<file path="src/rtl/hazard_ctrl.sv">
// Pipeline hazard controller: stage-register load enables, bubble injection,
// data-memory wait handling, halt, and a saturating stall-cycle counter.
// Control outputs are combinational from the state register and the inputs,
// so every decision acts on the edge that ends the current cycle.
module hazard_ctrl (
    input  logic        CLK,
    input  logic        nRST,
    input  logic        ihit,
    input  logic        dhit,
    input  logic        exmem_dREN,
    input  logic        exmem_dWEN,
    input  logic        idex_MemRead,
    input  logic [4:0]  idex_rt,
    input  logic [4:0]  ifid_rs,
    input  logic [4:0]  ifid_rt,
    input  logic        branch_taken,
    input  logic        jump_id,
    input  logic        halt_wb,
    output logic        pc_WEN,
    output logic        ifid_WEN,
    output logic        idex_WEN,
    output logic        exmem_WEN,
    output logic        memwb_WEN,
    output logic        ifid_flush,
    output logic        idex_flush,
    output logic        exmem_flush,
    output logic        halted,
    output logic [31:0] stall_count
);

    typedef enum logic [1:0] {
        RUN   = 2'd0,
        DWAIT = 2'd1,
        HALT  = 2'd2
    } state_t;

    state_t state;
    state_t next_state;

    logic mem_op;
    logic load_use;
    logic hold_all;

    assign mem_op   = exmem_dREN | exmem_dWEN;
    // $zero is never a real dependency, so a load into r0 never stalls.
    assign load_use = idex_MemRead && (idex_rt != 5'd0) &&
                      ((idex_rt == ifid_rs) || (idex_rt == ifid_rt));

    // Decide next state and all stage enables/flushes for this cycle.
    always_comb begin
        next_state  = state;
        hold_all    = 1'b0;
        halted      = 1'b0;
        pc_WEN      = 1'b1;
        ifid_WEN    = 1'b1;
        idex_WEN    = 1'b1;
        exmem_WEN   = 1'b1;
        memwb_WEN   = 1'b1;
        ifid_flush  = 1'b0;
        idex_flush  = 1'b0;
        exmem_flush = 1'b0;

        // Freeze conditions: halt, or an outstanding data access.
        case (state)
            RUN: begin
                if (halt_wb) begin
                    hold_all   = 1'b1;
                    next_state = HALT;
                end else if (mem_op && !dhit) begin
                    hold_all   = 1'b1;
                    next_state = DWAIT;
                end
            end
            DWAIT: begin
                if (halt_wb) begin
                    hold_all   = 1'b1;
                    next_state = HALT;
                end else if (!dhit) begin
                    hold_all   = 1'b1;
                end else begin
                    // Access completes now; the normal hazard rules below
                    // steer this same cycle.
                    next_state = RUN;
                end
            end
            HALT: begin
                hold_all = 1'b1;
                halted   = 1'b1;
            end
            default: begin
                hold_all   = 1'b1;
                next_state = RUN;
            end
        endcase

        if (hold_all) begin
            pc_WEN    = 1'b0;
            ifid_WEN  = 1'b0;
            idex_WEN  = 1'b0;
            exmem_WEN = 1'b0;
            memwb_WEN = 1'b0;
        end else if (branch_taken) begin
            // Redirect wins over everything younger, fetch miss included.
            ifid_flush  = 1'b1;
            idex_flush  = 1'b1;
            exmem_flush = 1'b1;
        end else if (load_use) begin
            // Hold PC and IF/ID, bubble into EX; older stages drain.
            pc_WEN     = 1'b0;
            ifid_WEN   = 1'b0;
            idex_flush = 1'b1;
        end else if (jump_id) begin
            ifid_flush = 1'b1;
        end else if (!ihit) begin
            // Fetch not back: keep PC, feed a bubble into ID.
            pc_WEN     = 1'b0;
            ifid_flush = 1'b1;
        end

        // Reset dominates: clear every stage register.
        if (!nRST) begin
            next_state  = RUN;
            halted      = 1'b0;
            pc_WEN      = 1'b0;
            ifid_WEN    = 1'b0;
            idex_WEN    = 1'b0;
            exmem_WEN   = 1'b0;
            memwb_WEN   = 1'b0;
            ifid_flush  = 1'b1;
            idex_flush  = 1'b1;
            exmem_flush = 1'b1;
        end
    end

    // State register and saturating stall counter.
    always_ff @(posedge CLK) begin
        if (!nRST) begin
            state       <= RUN;
            stall_count <= 32'd0;
        end else begin
            state <= next_state;
            if ((state != HALT) && !pc_WEN && (stall_count != 32'hFFFF_FFFF))
                stall_count <= stall_count + 32'd1;
        end
    end

endmodule

</file>
<file path="config.mk">
export PLATFORM = sky130hd
export DESIGN_NAME = hazard_ctrl
export DESIGN_NICKNAME = d
export VERILOG_FILES = /design/src/rtl/hazard_ctrl.sv
export SDC_FILE = /design/constraint.sdc
export NUM_CORES = 1
export LEC_CHECK = 0
export ABC_AREA = 1
export ABC_CLOCK_PERIOD_IN_PS = 2200
export CAP_MARGIN = 25
export CORE_ASPECT_RATIO = 0.5
export CORE_UTILIZATION = 42
export DETAILED_ROUTE_END_ITERATION = 7
export GPL_TIMING_DRIVEN = 1
export PLACE_DENSITY_LB_ADDON = 0.1
export REMOVE_ABC_BUFFERS = 1
export SYNTH_ARGS = -nofsm -noshare
export SYNTH_HDL_FRONTEND = slang
export SYNTH_SLANG_ARGS = --single-unit
</file>
<file path="constraint.sdc">
create_clock -name CLK -period 2.2 [get_ports CLK]
set_input_delay 0.55 -clock CLK [delete_from_list [all_inputs] [get_ports CLK]]
set_output_delay 0.55 -clock CLK [all_outputs]
set_load 0.1 [all_outputs]
</file>
# ---- Word level (Yosys, flattened, before mapping)
# Index checks and enable logic that the tools add are counted.
# Widths: inputs -> output; s select.
dict set report totals {
  word_cells 61
  regBits 34
  input_bits 25
  output_inout_bits 41
}
dict set report classes {
  mux 37
  n_eq_ne 8
  reduce_logical 11
  add_sub_neg 1
  bitwise_logic 2
}
# op n
set ops {}
lappend ops {{$add 32x1->32 const B} 1}
lappend ops {{$ne 32x32->1 const B} 1}
lappend ops {{$mux 1} 31}
lappend ops {{$eq 5x5->1} 2}
lappend ops {{$mux 2} 4}
lappend ops {{$ne 3x3->1 const B} 2}
lappend ops {{$pmux 2 s3} 1}
lappend ops {{$logic_and 1x1->1} 5}
lappend ops {{$reduce_bool 5->1} 1}
lappend ops {{$reduce_and 3->1} 1}
lappend ops {{$eq 2x1->1 const B} 1}
lappend ops {{$eq 2x2->1 const B} 1}
lappend ops {{$logic_not 1->1} 2}
lappend ops {{$logic_not 2->1} 1}
lappend ops {{$ne 2x2->1 const B} 1}
lappend ops {{$pmux 1 s2} 1}
lappend ops {{$logic_or 1x1->1} 1}
lappend ops {{$not 1->1} 1}
lappend ops {{$or 1x1->1} 1}

# ---- Longest topological paths before layout
dict set report logic_depth {
  depth_word 10
  depth_mapped 12
  depth_no_buf 12
}

# ---- Worst setup path after synthesis
# Ideal clock, no wire load.
dict set report synth_timing {
  path_type {in2out}
  start {in halt_wb}
  end {out pc_WEN}
  setup_slack_ps -1765
  required_ps 1650
  path_stages 6
  path_buffers 1
  arrival_ps 3415
  path_cell_list {nor2_1 -> nand3_1 -> nor2_1 -> nand3_2 -> buf_2 -> inv_1}
}
dict set report synth_via {
  elab_chain_cells 4
  elab_cells_between_ends 5
  classes_between {mux (5)}
}
# element line
set synth_rtl {}
lappend synth_rtl {{from (decl)} 18} ;# input logic halt_wb,
lappend synth_rtl {{$mux 1 (on tied branches)} {75, 66}}
lappend synth_rtl {{$pmux 1 s2 (*)} 64} ;# case (state)
lappend synth_rtl {{$mux 1 (*)} 96} ;# if (hold_all) begin
lappend synth_rtl {{$mux 1 (*)} 121} ;# if (!nRST) begin
lappend synth_rtl {{to (decl)} 19} ;# output logic pc_WEN,
# Every way passes the cells marked *; elsewhere a longest branch is shown, timed or not.

# ---- Worst setup path in the final report
dict set report layout_timing {
  start {in jump_id}
  end {out pc_WEN}
}
dict set report layout_via {
  elab_chain_cells 5
}
# element line
set layout_rtl {}
lappend layout_rtl {{from (decl)} 17} ;# input logic jump_id,
lappend layout_rtl {{$mux 1} 112} ;# end else if (jump_id) begin
lappend layout_rtl {{$mux 1} 107} ;# end else if (load_use) begin
lappend layout_rtl {{$mux 1} 102} ;# end else if (branch_taken) begin
lappend layout_rtl {{$mux 1} 96}
lappend layout_rtl {{$mux 1} 121}
# No other way between the ends.

==> impl_metrics.toml <==
[hold_path]
hp-start = "stall_count[31]$_SDFFE_PN0P_"
hold_class = "reg -> reg"

[finish]
areaGrowthSynthToFinish_pct = 47.4
layout-drive-gt1-share_pct = 28.4
regArea_sq_um = 681
antenna-diode-count = 0
finish.instance_area_sq_um = 3800
fill_cells = 515
finish.utilization_pct = 66.7
nNetsFinal = 542
multi_input_area_sq_um = 1750

[synthesis]
syn_area_per_cell_sq_um = 6.01
syn_inst = 429
synth_largest_area_cell = "dfxtp_1"
synth_warnings = 0
synth_top_area_share_pct = 26.4
ys_top_cells_by_count = "nand2_1 (143), nor2_1 (48), inv_1 (40)"
synth_ff_type = "dfxtp_1"
synth-edff-count = 0
synth_most_common_cell = "nand2_1"
postSynth.asyncResetShare_pct = 0
syn_area_sq_um = 2580
synthTopCellsByArea = "dfxtp_1 (26%), nand2_1 (21%), nand4_1 (9.2%), nor2_1 (7.0%), a21oi_1 (6.2%)"
yosysSeqAreaShare_pct = 26.4
synth.distinct_cells = 28
synth.ff_latch_count = 34

[grt]
grt_pass1_vias = 2825
grt_antenna_before_repair = 0
grt_max_degree = 35
grt.total_usage_pct = 26.1
grt.overflow.total = 0
grt_pass1_wl_microns = 13300

[drt]
drcViolationCount = 0
vias_per_cell = 5.24
ant_nets = 0
routedWlPerCell_microns = 13.9
dr_total_vias = 3091
totalWireLength_microns = 8180
drt_first_pass_iters = 4
drt_iter0_drc = 230

[die]
pin_count = 66
coreArea_sq_um = 5710
start_util_pct = 45.2
die_h_microns = 57.4
dieArea_sq_um = 6480
rows = 19
dieWidth_microns = 113

[pwr]
p_leak_uw = 0.00159
swShare_pct = 30.1
powerDensity_nw_per_um2 = 490
power_frac_comb_pct = 24.2
total_power_uw = 1860
p_int_uw = 1300
power.net_switching_uw = 561
seqPwrFrac_pct = 34.3
ir_worst_vdd_mv = 0.332
clockPowerShare_pct = 41.5

[cts]
clk_latency_ns = 0.28
cts_buffers = 5
clock_path_buffers = 2
ctsHtreeMaxLevel = 2
cts_sinks = 34
cts_tree = "built"
clkTransAtPathRegs_ns = 0.05
cts-root-buf = "clkbuf_16"
hold_buffers = 0

[setup_path]
cp-startpoint = "jump_id"
rrSetupSlack_ns = 0.25
cp_max_fo = 2
critPathArrivalTime_ns = 1.65
regToRegStartpoint = "stall_count[0]$_SDFFE_PN0P_"
end_kind = "primary output"
worstPathRequired_ns = 1.65
worst_setup_path_start_kind = "input pin"
setup.worst_path.class = "in -> out"

[sta]
tightestPinTransition_ns = 0.395
setup_tns_ns = 0
layout_setup_ws_ns = 0.00000822
max_freq_ghz = 0.455
finClkSkew_ns = 0.00448
slew_headroom_pct = 73.7
slew_viol_final = 0
period_share_pct = 100
min_period_ns = 2.20
setup_viol = 0
hold_viol_final = 0

[run_status]
status = "finished, final reports clean"

[run]
drv_cap = 0

[placement]
portBuffers = 65
dpl-instance-area_sq_um = 3450
hpwlAfterDp_microns = 5650
place_ws_ns = -0.468
place.gp.congestion = 0.950
## through the flow
stage,hold slack (ns),cells
2_1_floorplan,0.459,411
3_3_place_gp,0.477,570
3_5_place_dp,0.493,570
4_1_cts,0.496,588
5_1_grt,0.525,590
6_report,0.504,590
## sequential cells by signal, indices dropped and copies added, names as in the netlist
name         count
stall_count     32
state            2
## what timing repair did
action / CTS / global route
pin swaps: 24 / 18
resized for setup: 84 / 36
cloned: 0 / 0
endpoints found under the setup margin: 40 / 11
setup buffers: 11 / 2
hold endpoints to repair: 0 / 0
## per-layer routing
metal,track usage [%],part of all wire [%],up-vias
met5,0,0,-
li1,-,-,1566
met4,7.05,0.87,0
met1,34.5,47,1408
met3,8.82,8.3,7
met2,41.1,44,110
## cells in the final DEF, fill, tap and decap left out, drive strengths merged
cell	Yosys	routed
a211oi	2	2
a21oi	32	32
buf	8	87
clkbuf	10	11
clkdlybuf4s15	0	3
clkdlybuf4s50	0	2
dfxtp	34	34
dlygate4sd2	0	2
dlymetal6s2s	0	1
ha	1	1
inv	46	46
nand2	145	145
nand3	15	15
nand3b	12	12
nand4	38	38
nor2	53	53
nor3	10	10
nor3b	1	1
o21ai	4	4
or2	1	1
xnor2	4	4
xor2	13	13
## kinds of logic after synthesis
kind of cell / share of synthesized area [%]
simple gates: 49.2
buf+inv: 10.6
compound gates: 7.56
flops: 26.4
xor+xnor: 5.77
fa+ha+maj: 0.485
## critical path, cell delays in order
cell and delay, ns:
clkdlybuf4s50_1 0.45, nor3_2 0.20, inv_1 0.10, nand3_4 0.12, inv_2 0.06, buf_12 0.16
## cell type report
class	count	share of cell area, %
multi-input cells	331	46.1
repair buffers	98	24.7
flip-flops and latches	34	17.9
inverters	46	4.61
clock buffers	8	4.38
well taps	73	2.40
## power by group through the flow
| stage | Sequential, uW | Clock, uW | Combinational (uW) |
|---|---|---|---|
| finish | 639 | 774 | 451 |
| global route | 640 | 815 | 478 |
| CTS | 639 | 783 | 416 |
| detailed placement | 651 | 0 | 401 |
| global placement | 652 | 0 | 400 |
| floorplan | 696 | 0 | 179 |
## final timing paths
check	cells after the start	endpoint
max reg2reg	10	stall_count[4]$_SDFFE_PN0P_
max	6	pc_WEN
min	2	stall_count[31]$_SDFFE_PN0P_
min reg2reg	2	stall_count[31]$_SDFFE_PN0P_
No activity file was read; power rests on OpenSTA's default activity.
